$ cat src/rtl/fpga_regs_pkg.sv
`default_nettype none
// ============================================================================
// Module      : fpga_regs_pkg
// Description : Shared constants and bus-slicing helper for the control
//               register readback path (channels 11..20).
// Contents    : CH_FIRST / CH_LAST  - served channel range
//               MSG_W               - acknowledge message width in bits
//               msg_lo()            - low bit of channel byte in packed buses
// Revision    : 1.0 - initial release
// ============================================================================
package fpga_regs_pkg;

  localparam int CH_FIRST = 11;
  localparam int CH_LAST  = 20;
  localparam int MSG_W    = 8;

  // Packed per-channel buses place channel i at [MSG_W*i +: MSG_W], so the
  // bus declared range starts at MSG_W*CH_FIRST rather than 0.
  function automatic int msg_lo(input int ch);
    return ch * MSG_W;
  endfunction

endpackage
`default_nettype wire

$ cat src/rtl/msg_fifo2.sv
`default_nettype none
// ============================================================================
// Module      : msg_fifo2
// Description : Two-entry show-ahead message FIFO with sticky overflow flag.
// Ports       : clk, n_rst     - clock, synchronous active-low reset
//               i_push, i_data - enqueue one byte
//               i_pop          - dequeue head byte (ignored when empty)
//               o_data         - head byte, combinational from storage
//               o_count        - bytes held (0..2)
//               o_overflow     - set when a push found no room; reset-only clear
// Revision    : 1.0 - initial release
// ============================================================================
module msg_fifo2
  import fpga_regs_pkg::*;
#(
  parameter int DEPTH = 2
) (
  input  logic             clk,
  input  logic             n_rst,
  input  logic             i_push,
  input  logic [MSG_W-1:0] i_data,
  input  logic             i_pop,
  output logic [MSG_W-1:0] o_data,
  output logic [1:0]       o_count,
  output logic             o_overflow
);

  localparam logic [1:0] C_FULL = 2'(DEPTH);

  logic [MSG_W-1:0] mem_q [2];
  logic [MSG_W-1:0] mem_d [2];
  logic             wr_ptr_q, wr_ptr_d;
  logic             rd_ptr_q, rd_ptr_d;
  logic [1:0]       count_q, count_d;
  logic             ovf_q, ovf_d;

  logic             w_do_pop;
  logic             w_room;
  logic             w_do_push;

  always_comb begin
    mem_d    = mem_q;
    wr_ptr_d = wr_ptr_q;
    rd_ptr_d = rd_ptr_q;
    count_d  = count_q;
    ovf_d    = ovf_q;

    // A pop on an empty FIFO is dropped; a pop on a full FIFO frees the slot
    // the same-cycle push lands in, so that case is not an overflow.
    w_do_pop  = i_pop && (count_q != 2'd0);
    w_room    = (count_q != C_FULL) || w_do_pop;
    w_do_push = i_push && w_room;

    if (w_do_push) begin
      mem_d[wr_ptr_q] = i_data;
      wr_ptr_d        = ~wr_ptr_q;
    end
    if (w_do_pop) begin
      rd_ptr_d = ~rd_ptr_q;
    end

    case ({w_do_push, w_do_pop})
      2'b10:   count_d = count_q + 2'd1;
      2'b01:   count_d = count_q - 2'd1;
      default: count_d = count_q;
    endcase

    if (i_push && !w_room) begin
      ovf_d = 1'b1;
    end
  end

  always_ff @(posedge clk) begin
    if (!n_rst) begin
      mem_q[0] <= '0;
      mem_q[1] <= '0;
      wr_ptr_q <= 1'b0;
      rd_ptr_q <= 1'b0;
      count_q  <= 2'd0;
      ovf_q    <= 1'b0;
    end else begin
      mem_q    <= mem_d;
      wr_ptr_q <= wr_ptr_d;
      rd_ptr_q <= rd_ptr_d;
      count_q  <= count_d;
      ovf_q    <= ovf_d;
    end
  end

  assign o_data     = mem_q[rd_ptr_q];
  assign o_count    = count_q;
  assign o_overflow = ovf_q;

endmodule
`default_nettype wire

$ cat src/rtl/fpga_regs_readback.sv
`default_nettype none
// ============================================================================
// Module      : fpga_regs_readback
// Description : Acknowledge responder for control-register channels 11..20.
//               Each master write queues one byte holding the addressed
//               register value as seen one cycle after the write.
// Ports       : clk, n_rst        - clock, synchronous active-low reset
//               valid_bus         - per-channel master write strobe
//               rdreq_bus         - per-channel master pop request
//               have_msg_bus      - per-channel "byte queued" flag
//               slave_data_bus    - per-channel head byte (byte i at [8i+7:8i])
//               len_bus           - per-channel queued count (byte i)
//               overflow_bus      - per-channel sticky dropped-ack flag
//               a .. off_vdigital_fpga - register values from the reg block
// Revision    : 1.0 - initial release
// ============================================================================
module fpga_regs_readback
  import fpga_regs_pkg::*;
#(
  parameter int CH_FIRST = fpga_regs_pkg::CH_FIRST,
  parameter int CH_LAST  = fpga_regs_pkg::CH_LAST,
  parameter int DEPTH    = 2
) (
  input  logic                                        clk,
  input  logic                                        n_rst,
  input  logic [CH_LAST:CH_FIRST]                     valid_bus,
  input  logic [CH_LAST:CH_FIRST]                     rdreq_bus,
  output logic [CH_LAST:CH_FIRST]                     have_msg_bus,
  output logic [MSG_W*CH_LAST+MSG_W-1:MSG_W*CH_FIRST] slave_data_bus,
  output logic [MSG_W*CH_LAST+MSG_W-1:MSG_W*CH_FIRST] len_bus,
  output logic [CH_LAST:CH_FIRST]                     overflow_bus,
  input  logic [3:0]                                  a,
  input  logic                                        load_pr_3v7,
  input  logic                                        load_pdr,
  input  logic                                        dac_gain,
  input  logic                                        dac_switch_out_fpga,
  input  logic                                        dac_ena_out_fpga,
  input  logic                                        off_pr_digital_fpga,
  input  logic                                        functional,
  input  logic                                        video_in_select,
  input  logic                                        off_vcore_fpga,
  input  logic                                        off_vdigital_fpga
);

  logic [CH_LAST:CH_FIRST] ack_pend_q, ack_pend_d;
  logic [MSG_W-1:0]        w_snap [CH_LAST:CH_FIRST];
  logic [7:0]              w_flag_bits;

  // Single-bit registers served by channels CH_FIRST+2 upward, bit k for
  // channel CH_FIRST+2+k.
  assign w_flag_bits = {off_vdigital_fpga, off_vcore_fpga, video_in_select,
                        functional, off_pr_digital_fpga, dac_ena_out_fpga,
                        dac_switch_out_fpga, dac_gain};

  always_comb begin
    for (int c = CH_FIRST; c <= CH_LAST; c++) begin
      w_snap[c] = '0;
    end
    w_snap[CH_FIRST]   = {4'b0, a};
    w_snap[CH_FIRST+1] = {6'b0, load_pr_3v7, load_pdr};
    for (int k = 0; k < 8; k++) begin
      w_snap[CH_FIRST+2+k] = {7'b0, w_flag_bits[k]};
    end
  end

  // One-cycle delay so the snapshot is taken after the register block has
  // applied the write.
  always_comb begin
    ack_pend_d = valid_bus;
  end

  always_ff @(posedge clk) begin
    if (!n_rst) begin
      ack_pend_q <= '0;
    end else begin
      ack_pend_q <= ack_pend_d;
    end
  end

  for (genvar c = CH_FIRST; c <= CH_LAST; c++) begin : g_ch
    localparam int LO = msg_lo(c);

    logic [1:0]       w_count;
    logic [MSG_W-1:0] w_data;

    msg_fifo2 #(
      .DEPTH (DEPTH)
    ) u_fifo (
      .clk        (clk),
      .n_rst      (n_rst),
      .i_push     (ack_pend_q[c]),
      .i_data     (w_snap[c]),
      .i_pop      (rdreq_bus[c]),
      .o_data     (w_data),
      .o_count    (w_count),
      .o_overflow (overflow_bus[c])
    );

    assign have_msg_bus[c]             = (w_count != 2'd0);
    assign slave_data_bus[LO +: MSG_W] = w_data;
    assign len_bus[LO +: MSG_W]        = {{(MSG_W-2){1'b0}}, w_count};
  end

endmodule
`default_nettype wire

$ cat config.mk
export PLATFORM = sky130hd
export DESIGN_NAME = fpga_regs_readback
export DESIGN_NICKNAME = d
export VERILOG_FILES = /design/src/rtl/fpga_regs_pkg.sv /design/src/rtl/msg_fifo2.sv /design/src/rtl/fpga_regs_readback.sv
export SDC_FILE = /design/constraint.sdc
export NUM_CORES = 1
export LEC_CHECK = 0
export CAP_MARGIN = 20
export CORE_AREA = 3 3 106 108
export CTS_BUF_LIST = sky130_fd_sc_hd__clkbuf_4
export CTS_CLUSTER_DIAMETER = 200
export DETAILED_ROUTE_END_ITERATION = 16
export DIE_AREA = 0 0 109 111
export PLACE_DENSITY = 0.89
export SYNTH_ARGS = -nofsm -noshare
export SYNTH_HDL_FRONTEND = slang
export SYNTH_SLANG_ARGS = --single-unit
$ cat constraint.sdc
create_clock -name clk -period 3.9 [get_ports clk]
set_input_delay 0.78 -clock clk [delete_from_list [all_inputs] [get_ports clk]]
set_output_delay 0.78 -clock clk [all_outputs]
set_load 0.05 [all_outputs]
==> out/qor.txt, run 1 <==
status - complete, no violations
clock skew - 0.01513 ns
# clock sinks - 88
CTS tree - built
total iterations of the first detailed-routing run - 4
antenna violations before repair - 0
Placeable Area - 10320 um2
fin area - 5440 um2
final wirelength - 9.061 mm
vias per cell - 4.466
hold path cells - 2
vias in the first global route - 3275
PnR Total Power - 3.658 mW
Critical Path End Type - primary output
# rows - 37
via count - 3394
synthesized flop and latch total - 88
Post-synth EDFFs - 0
CP Launch Type - register
worst slack at placement - 1.210 ns
fmax - 358.9 MHz
layout cell share with drive strength beyond 1 - 8.013%
P_leak - 2.321 nW
FFs w/ async S/R, synth - 0%
Skew-Pair Late Insertion Delay - 0.43 ns
Hold Fails Final Rpt - 0
WS Path Type - register to primary output
max_slew headroom - 47.18%
Total Routing Usage GR - 14.64%
first-pass GRT wire length - 14.48 mm
PnR worst setup slack - 1.113 ns
cts-stage hold buffer count - 0
maxcap violations - 0
Final Hold Slack - 0.4667 ns
Placer Congestion - 0.7840
Setup-failing EPs final - 0
Num CTS Buffers - 9
Setup TNS - 0 ns
Post-Syn Area - 4817 um2
worst path arrival time - 2.01 ns
RSZ-0062 raised after global routing - false
pwr dens - 672.4 nW/um2
DRT iter0 DRCs - 82
Reg clk slew, reported paths - 0.13 ns
HP Class - register to register
reg2reg start - g_ch[19].u_fifo.o_count[1]
ANT nets after route - 0
grt total ovfl - 0
number of port buffers - 89
Die ar. - 12100 um2
placed inst area - 5281 um2
commonest non-fill, non-tap cell in the layout - conb_1
nets - 665
crit-path max FO - 5
Worst Min Path Start - g_ch[11].u_fifo.mem_q[1]
Die Wd - 109 um
# fillers - 945
ANT cells - 0
I/O pins - 216
DRC - 0
placed cell count - 744
Die H - 111 um
Yosys cell types - 28
Synth Instances - 540
worst slew pin tran - 0.7875 ns
area delta synth->final - 12.94%
Post-CTS Resized - 0
register area share after synthesis - 36.57%
post-layout util - 52.70%
setup bufs post-CTS - 0
fin crit period - 2.787 ns
critical path data required time - 3.12 ns
fin crit share - 71.45%
largest net degree at the start of global routing - 55
hpwl dp - 6.904 mm
final std cells w/o fill - 760
Yosys Warn Count - 0
# H-tree levels - 3
syn avg cell area - 8.921 um2
CP Launch Point - g_ch[11].u_fifo.rd_ptr_q
Initial Utilization - 46.66%
clock tree buffer depth - 2
most frequent cells in the layout - 126 x conb_1, 88 x dfxtp_1, 88 x clkdlybuf4s50_1, 52 x nand2_1, 30 x nor2_1
Register-to-Register Path Depth - 5
max-slew violations - 0
VDD IR-drop max - 0.0003411 V
ys flop type - dfxtp_1
DR WL/cell - 11.92 um
Root Buffer Master - clkbuf_4
-- metal layers --
layer	vias to the layer above	GRT usage (%)	part of all wire, %
li1	1674	-	-
met1	1582	15.25	39
met2	126	27.23	52
met3	12	4.426	7.7
met4	0	4.882	1.3
met5	-	0	0
-- sequential cells by signal, indices dropped and copies added (netlist names) --
signal,flops
g_ch.u_fifo.rd_ptr_q,10
g_ch.u_fifo.wr_ptr_q,10
g_ch.u_fifo.mem_q,28
g_ch.u_fifo.o_overflow,10
ack_pend_q,10
g_ch.u_fifo.o_count,20
-- kinds of logic after synthesis --
group	Yosys count	synth area share [%]
AO/OA/AOI/OAI	60	6.961
AND/OR/NAND/NOR	152	16.21
adder cells (fa/ha/maj)	10	2.597
other	1	0.07785
buffers and inverters	157	23.04
XOR/XNOR	30	5.455
flip-flops	88	36.57
multiplexers	42	9.091
-- worst paths after layout --
kind / to / slack [ns]
hold reg to reg: g_ch[11].u_fifo.mem_q[1] / 0.47
setup / recovery: slave_data_bus[91] / 1.11
setup reg to reg: g_ch[19].u_fifo.o_count[1] / 1.99
hold / removal: g_ch[11].u_fifo.mem_q[1] / 0.47
-- power breakdown --
group | internal, mW | leakage, nW | total [mW] | switching [mW]
sequential | 1.05 | 0.720 | 1.25 | 0.201
clock | 0.264 | 0.0817 | 0.569 | 0.305
combinational | 0.643 | 1.52 | 1.84 | 1.20
-- final cells by class --
class                   instances  area, um2  area share, %
repair buffers                 91      900.9          16.56
inverters                       9      33.78         0.6210
clock buffers                  10      75.07          1.380
clock inverters                 6      83.83          1.541
flip-flops and latches         88       1762          32.38
multi-input cells             420       2415          44.39
well taps                     136      170.2          3.128
-- synth_stat cells (7+ instances only) --
master | n | area share [%]
buf_4 | 136 | 21
dfxtp_1 | 88 | 37
nand2_1 | 52 | 4.1
nor2_1 | 30 | 2.3
a21oi_1 | 28 | 2.9
mux2i_1 | 28 | 5.8
xnor2_1 | 20 | 3.6
o21ai_0 | 18 | 1.9
or3_1 | 18 | 2.3
mux2_2 | 14 | 3.3
o21a_1 | 12 | 1.9
nor3b_1 | 11 | 1.7
and2_1 | 10 | 1.3
ha_1 | 10 | 2.6
or2_2 | 10 | 1.3
xor2_1 | 10 | 1.8
inv_1 | 9 | 0.70
nand3_1 | 8 | 0.83
or3b_2 | 8 | 1.5
clkbuf_1 | 7 | 0.55
-- worst max-delay path: stages, from the launching register on --
cell	delay (ns)
dfxtp_1	0.49
mux2_2	0.38
clkdlybuf4s50_1	0.71
(Power assumes the default switching activity.)
==> run 2: changes to the inputs <==
CORE_AREA = 3 3 110 112   (was 3 3 106 108)
DIE_AREA = 0 0 113 115   (was 0 0 109 111)
PLACE_DENSITY = 0.83   (was 0.89)
clock period = 2.85 ns   (was 3.9 ns; I/O delays follow)
==> run 2 against run 1 <==
Against the previous run:
- critical path depth is the same
- cell area grew 0.76%
- hold slack lost 0.0020 ns
- count of clock-buffer cells in the layout grew 1
==> out/qor.txt, run 2 (synthesis gave the netlist of run 1 again) <==
number of port buffers - 89
VDD IR-drop max - 0.0006611 V
# clock sinks - 88
Final Hold Slack - 0.4647 ns
critical path data required time - 2.28 ns
hpwl dp - 6.532 mm
reg2reg start - g_ch[16].u_fifo.o_count[1]
CP Launch Point - g_ch[11].u_fifo.rd_ptr_q
# rows - 39
CP Launch Type - register
max_slew headroom - 61.99%
DR WL/cell - 11.09 um
final wirelength - 8.514 mm
setup bufs post-CTS - 0
placed cell count - 753
vias in the first global route - 3018
Die Wd - 113 um
Num CTS Buffers - 9
first-pass GRT wire length - 13.68 mm
DRT iter0 DRCs - 174
crit-path max FO - 5
clock tree buffer depth - 2
R2R Setup Slk - 0.99 ns
Setup-failing EPs final - 0
area delta synth->final - 13.79%
via count - 3309
RSZ-0062 raised after global routing - false
clock skew - 0.01334 ns
Setup TNS - 0 ns
Root Buffer Master - clkbuf_4
WS Path Type - register to primary output
Register-to-Register Path Depth - 5
Die H - 115 um
total iterations of the first detailed-routing run - 4
I/O pins - 216
critical path, cell by cell - mux2_2, clkdlybuf4s50_1
worst slew pin tran - 0.5688 ns
pwr dens - 921.4 nW/um2
Initial Utilization - 42.55%
most frequent cells in the layout - 126 x conb_1, 88 x dfxtp_1, 88 x clkdlybuf4s50_1, 52 x nand2_1, 30 x nor2_1
RR Endpoint - g_ch[16].u_fifo.o_count[1]
Post-CTS Resized - 0
cts-stage hold buffer count - 0
vias per cell - 4.309
ANT nets after route - 0
crit-path max cell delay - 0.70 ns
Largest Register - g_ch.u_fifo.mem_q
Total Routing Usage GR - 12.86%
ANT cells - 0
slowest CP cell - clkdlybuf4s50_1
nets - 667
fin crit share - 88.87%
# H-tree levels - 3
P_leak - 2.343 nW
layout cell share with drive strength beyond 1 - 8.320%
fmax - 394.8 MHz
worst setup path endpoint - slave_data_bus[91]
Skew-Pair Late Insertion Delay - 0.43 ns
Placeable Area - 11320 um2
max reg flops - 28
max-slew violations - 0
status - complete, no violations
antenna violations before repair - 1
DRC - 0
CTS tree - built
maxcap violations - 0
final std cells w/o fill - 768
Reg clk slew, reported paths - 0.13 ns
largest net degree at the start of global routing - 30
Hold Fails Final Rpt - 0
fin crit period - 2.533 ns
Die ar. - 13000 um2
grt total ovfl - 0
Critical Path End Type - primary output
HP Class - register to register
commonest non-fill, non-tap cell in the layout - conb_1
worst path arrival time - 1.96 ns
Placer Congestion - 0.7611
-- run 2: cell types whose count changed in the layout (fill, tap and decap cells not counted) --
cell,change
buf_4,+2
bufinv_16,+1
clkbuf_4,+1
clkinv_1,-1
clkinv_4,-1
clkinvlp_4,-1
-- run 2: layout make-up --
class | instances | area [um2]
fillers | 1101 | 5839
multi-input cells | 420 | 2415
flip-flops and latches | 88 | 1762
repair buffers | 93 | 915.9
well taps | 143 | 178.9
clock inverters | 4 | 93.84
clock buffers | 11 | 82.58
inverters | 9 | 33.78
-- run 2: per-stage QoR --
| stage | area (um2) | power, mW | setup WS [ns] | utilization [%] |
|---|---|---|---|---|
| finish | 5482 | 5.051 | 0.3172 | 48.42 |
| global route | 5482 | 5.354 | 0.1756 | 48.42 |
| CTS | 5482 | 5.114 | 0.2407 | 48.42 |
| detailed placement | 5305 | 4.230 | 0.4341 | 46.86 |
| global placement | 5305 | 4.188 | 0.4838 | 46.86 |
| floorplan | 5286 | 3.736 | 0.8090 | - |
-- run 2: worst min-delay path by stage --
| stage | endpoint | slack [ns] | depth (start not counted) | start |
|---|---|---|---|---|
| final | g_ch[12].u_fifo.mem_q[1] | 0.46 | 2 | g_ch[12].u_fifo.mem_q[1] |
| after global routing | g_ch[12].u_fifo.mem_q[1] | 0.49 | 2 | g_ch[12].u_fifo.mem_q[1] |
| after CTS | g_ch[12].u_fifo.mem_q[1] | 0.47 | 2 | g_ch[12].u_fifo.mem_q[1] |
| after detailed placement | g_ch[12].u_fifo.mem_q[1] | 0.45 | 2 | g_ch[12].u_fifo.mem_q[1] |
| after global placement | g_ch[11].u_fifo.mem_q[9] | 0.44 | 2 | g_ch[11].u_fifo.mem_q[9] |
| after floorplan | g_ch[11].u_fifo.mem_q[0] | 0.43 | 2 | g_ch[11].u_fifo.mem_q[0] |
-- run 2: report_power, final --
part | switching, mW | internal [mW] | leakage, nW
Combinational | 1.62 | 0.880 | 1.53
Sequential | 0.260 | 1.44 | 0.720
Clock | 0.397 | 0.458 | 0.0946
Total | 2.28 | 2.77 | 2.34
-- run 2: worst max-delay path: cells and delay by family (launching register included) --
family   cells  cell delay [ns]
flops        1             0.47
buf+inv      1             0.70
mux          1             0.37
-- run 2: metal layers --
layer / global-route usage [%] / wire length (um)
met5: 0 / 13
met4: 4.407 / 110
met3: 4.421 / 729
met2: 21.68 / 4062
met1: 15.36 / 3597
==> run 3: changes to the inputs <==
CORE_AREA = 2 2 109 111   (was 3 3 110 112)
DIE_AREA = 0 0 111 113   (was 0 0 113 115)
GPL_TIMING_DRIVEN = 0   (was unset)
==> run 3 against run 2 <==
Against the previous run:
- clock skew down 0.0052 ns
- utilization increased by 9.1 points
- first-iteration DRC count decreased by 40%
- non-clock buffer count rose by 143
- highest routed layer is now met4
- hold slack better by 0.00082 ns
- via count grew 13%
- power is essentially flat
- final cell count up 19%
==> out/qor.txt, run 3 (synthesis gave the netlist of run 1 again) <==
status - complete, no violations
Placer Congestion - 0.7753
ANT cells - 0
P_leak - 3.078 nW
vias per cell - 4.084
DRT iter0 DRCs - 104
Num CTS Buffers - 9
routed wl met2 - 4.808 mm
pwr dens - 779.9 nW/um2
CTS tree - built
max reg flops - 28
Die Wd - 111 um
met3 wire length - 763 um
Initial Utilization - 42.74%
max-slew violations - 0
Critical Path End Type - primary output
# clock sinks - 88
slowest CP cell - clkdlybuf4s50_1
Reg clk slew, reported paths - 0.13 ns
crit-path max FO - 5
Post-CTS Resized - 0
hpwl dp - 7.576 mm
# H-tree levels - 3
# rows - 39
final wirelength - 9.861 mm
R2R Setup Slk - 0.98 ns
hold path cells - 2
DR WL/cell - 10.81 um
fmax - 391.0 MHz
met1 wire length - 4.198 mm
maxcap violations - 0
RSZ-0062 raised after global routing - false
Top delay family on crit path - buffers and inverters
Worst Min Path Start - g_ch[19].u_fifo.mem_q[0]
first-pass GRT wire length - 15.57 mm
nets - 810
DRC - 0
most frequent cells in the layout - 136 x buf_4, 126 x conb_1, 88 x dfxtp_1, 88 x clkdlybuf4s50_1, 52 x nand2_1
Largest Register - g_ch.u_fifo.mem_q
layout cell share with drive strength beyond 1 - 24.45%
reg2reg start - g_ch[16].u_fifo.o_count[1]
Setup-failing EPs final - 0
worst slew pin tran - 0.7395 ns
VDD IR-drop max - 0.0005560 V
I/O pins - 216
Hold Fails Final Rpt - 0
hold path endpoint - g_ch[19].u_fifo.mem_q[0]
max_slew headroom - 50.70%
HP Class - register to register
WS Path Type - register to primary output
fin crit period - 2.558 ns
antenna violations before repair - 0
Final Hold Slack - 0.4655 ns
Die H - 113 um
clock skew - 0.008115 ns
area delta synth->final - 34.55%
critical path data required time - 2.28 ns
critical path, cell by cell - mux2_2, clkdlybuf4s50_1
fin crit share - 89.75%
Setup TNS - 0 ns
vias in the first global route - 3338
grt total ovfl - 0
Crit path buffers/inverters - 1
Register-to-Register Path Depth - 5
Total Routing Usage GR - 15.09%
setup bufs post-CTS - 0
ANT nets after route - 0
RR Endpoint - g_ch[16].u_fifo.o_count[1]
crit-path max cell delay - 0.71 ns
Root Buffer Master - clkbuf_4
worst path arrival time - 1.99 ns
stages on the worst setup path - 2
total iterations of the first detailed-routing run - 4
Skew-Pair Late Insertion Delay - 0.41 ns
number of port buffers - 88
max layer used - met4
cts-stage hold buffer count - 0
# fillers - 1032
Die ar. - 12540 um2
via count - 3725
CP Launch Type - register
clock tree buffer depth - 2
commonest non-fill, non-tap cell in the layout - buf_4
Placeable Area - 11270 um2
largest net degree at the start of global routing - 14
[run 3: cell types whose count changed in the layout (fill, tap and decap cells not counted)]
cell / change
buf_4: +132
clkbuf_1: +7
clkinv_2: +3
buf_1: +2
bufinv_16: -2
clkinv_1: -2
buf_2: +1
buf_6: +1
clkbuf_4: +1
inv_1: +1
[run 3: per-stage QoR]
stage / power (mW) / util, % / instances / setup WS, ns / cell area (um2)
final: 5.055 / 57.50 / 912 / 0.2922 / 6481
after global routing: 5.323 / 57.50 / 912 / 0.2154 / 6481
after CTS: 5.098 / 57.50 / 912 / 0.2555 / 6481
after detailed placement: 4.388 / 56.30 / 896 / 0.4306 / 6346
after global placement: 4.348 / 56.30 / 896 / 0.4361 / 6346
after floorplan: 3.736 / - / 665 / 0.8090 / 5286
[run 3: final cells by class]
class | instances | area [um2] | share of cell area [%]
Multi-Input combinational cell | 420 | 2415 | 37.26
Inverter | 9 | 33.78 | 0.5212
Buffer | 148 | 1076 | 16.60
Timing Repair Buffer | 88 | 880.8 | 13.59
Clock inverter | 4 | 45.04 | 0.6950
Sequential cell | 88 | 1762 | 27.18
Tap cell | 143 | 178.9 | 2.761
Clock buffer | 12 | 90.09 | 1.390
[run 3: worst max-delay path by stage]
stage,startpoint,to,slack (ns)
after global placement,rdreq_bus[13],g_ch[13].u_fifo.o_count[1],0.44
final,g_ch[11].u_fifo.rd_ptr_q,slave_data_bus[88],0.29
after global routing,g_ch[11].u_fifo.rd_ptr_q,slave_data_bus[88],0.22
after CTS,g_ch[11].u_fifo.rd_ptr_q,slave_data_bus[88],0.26
after detailed placement,rdreq_bus[13],g_ch[13].u_fifo.o_count[1],0.43
after floorplan,g_ch[16].u_fifo.o_count[1],g_ch[16].u_fifo.o_count[1],0.81
[run 3: worst register-to-register path, cell delays in order, from the launching register on]
cell	delay (ns)
dfxtp_1	0.47
or3b_2	0.48
nand2_1	0.09
ha_1	0.26
or3_1	0.37
a21oi_1	0.14
[run 3: report_power, final]
group | internal [mW] | leakage, nW | total (mW) | switching, mW
Sequential | 1.44 | 0.720 | 1.71 | 0.270
Clock | 0.294 | 0.0811 | 0.698 | 0.403
Combinational | 1.00 | 2.28 | 2.65 | 1.65
Total | 2.73 | 3.08 | 5.05 | 2.32
[run 3: per-layer routing]
layer	vias to the layer above	GRT usage, %
met4	0	3.917
li1	1970	-
met2	131	27.73
met5	-	0
met1	1617	17.37
met3	7	4.124
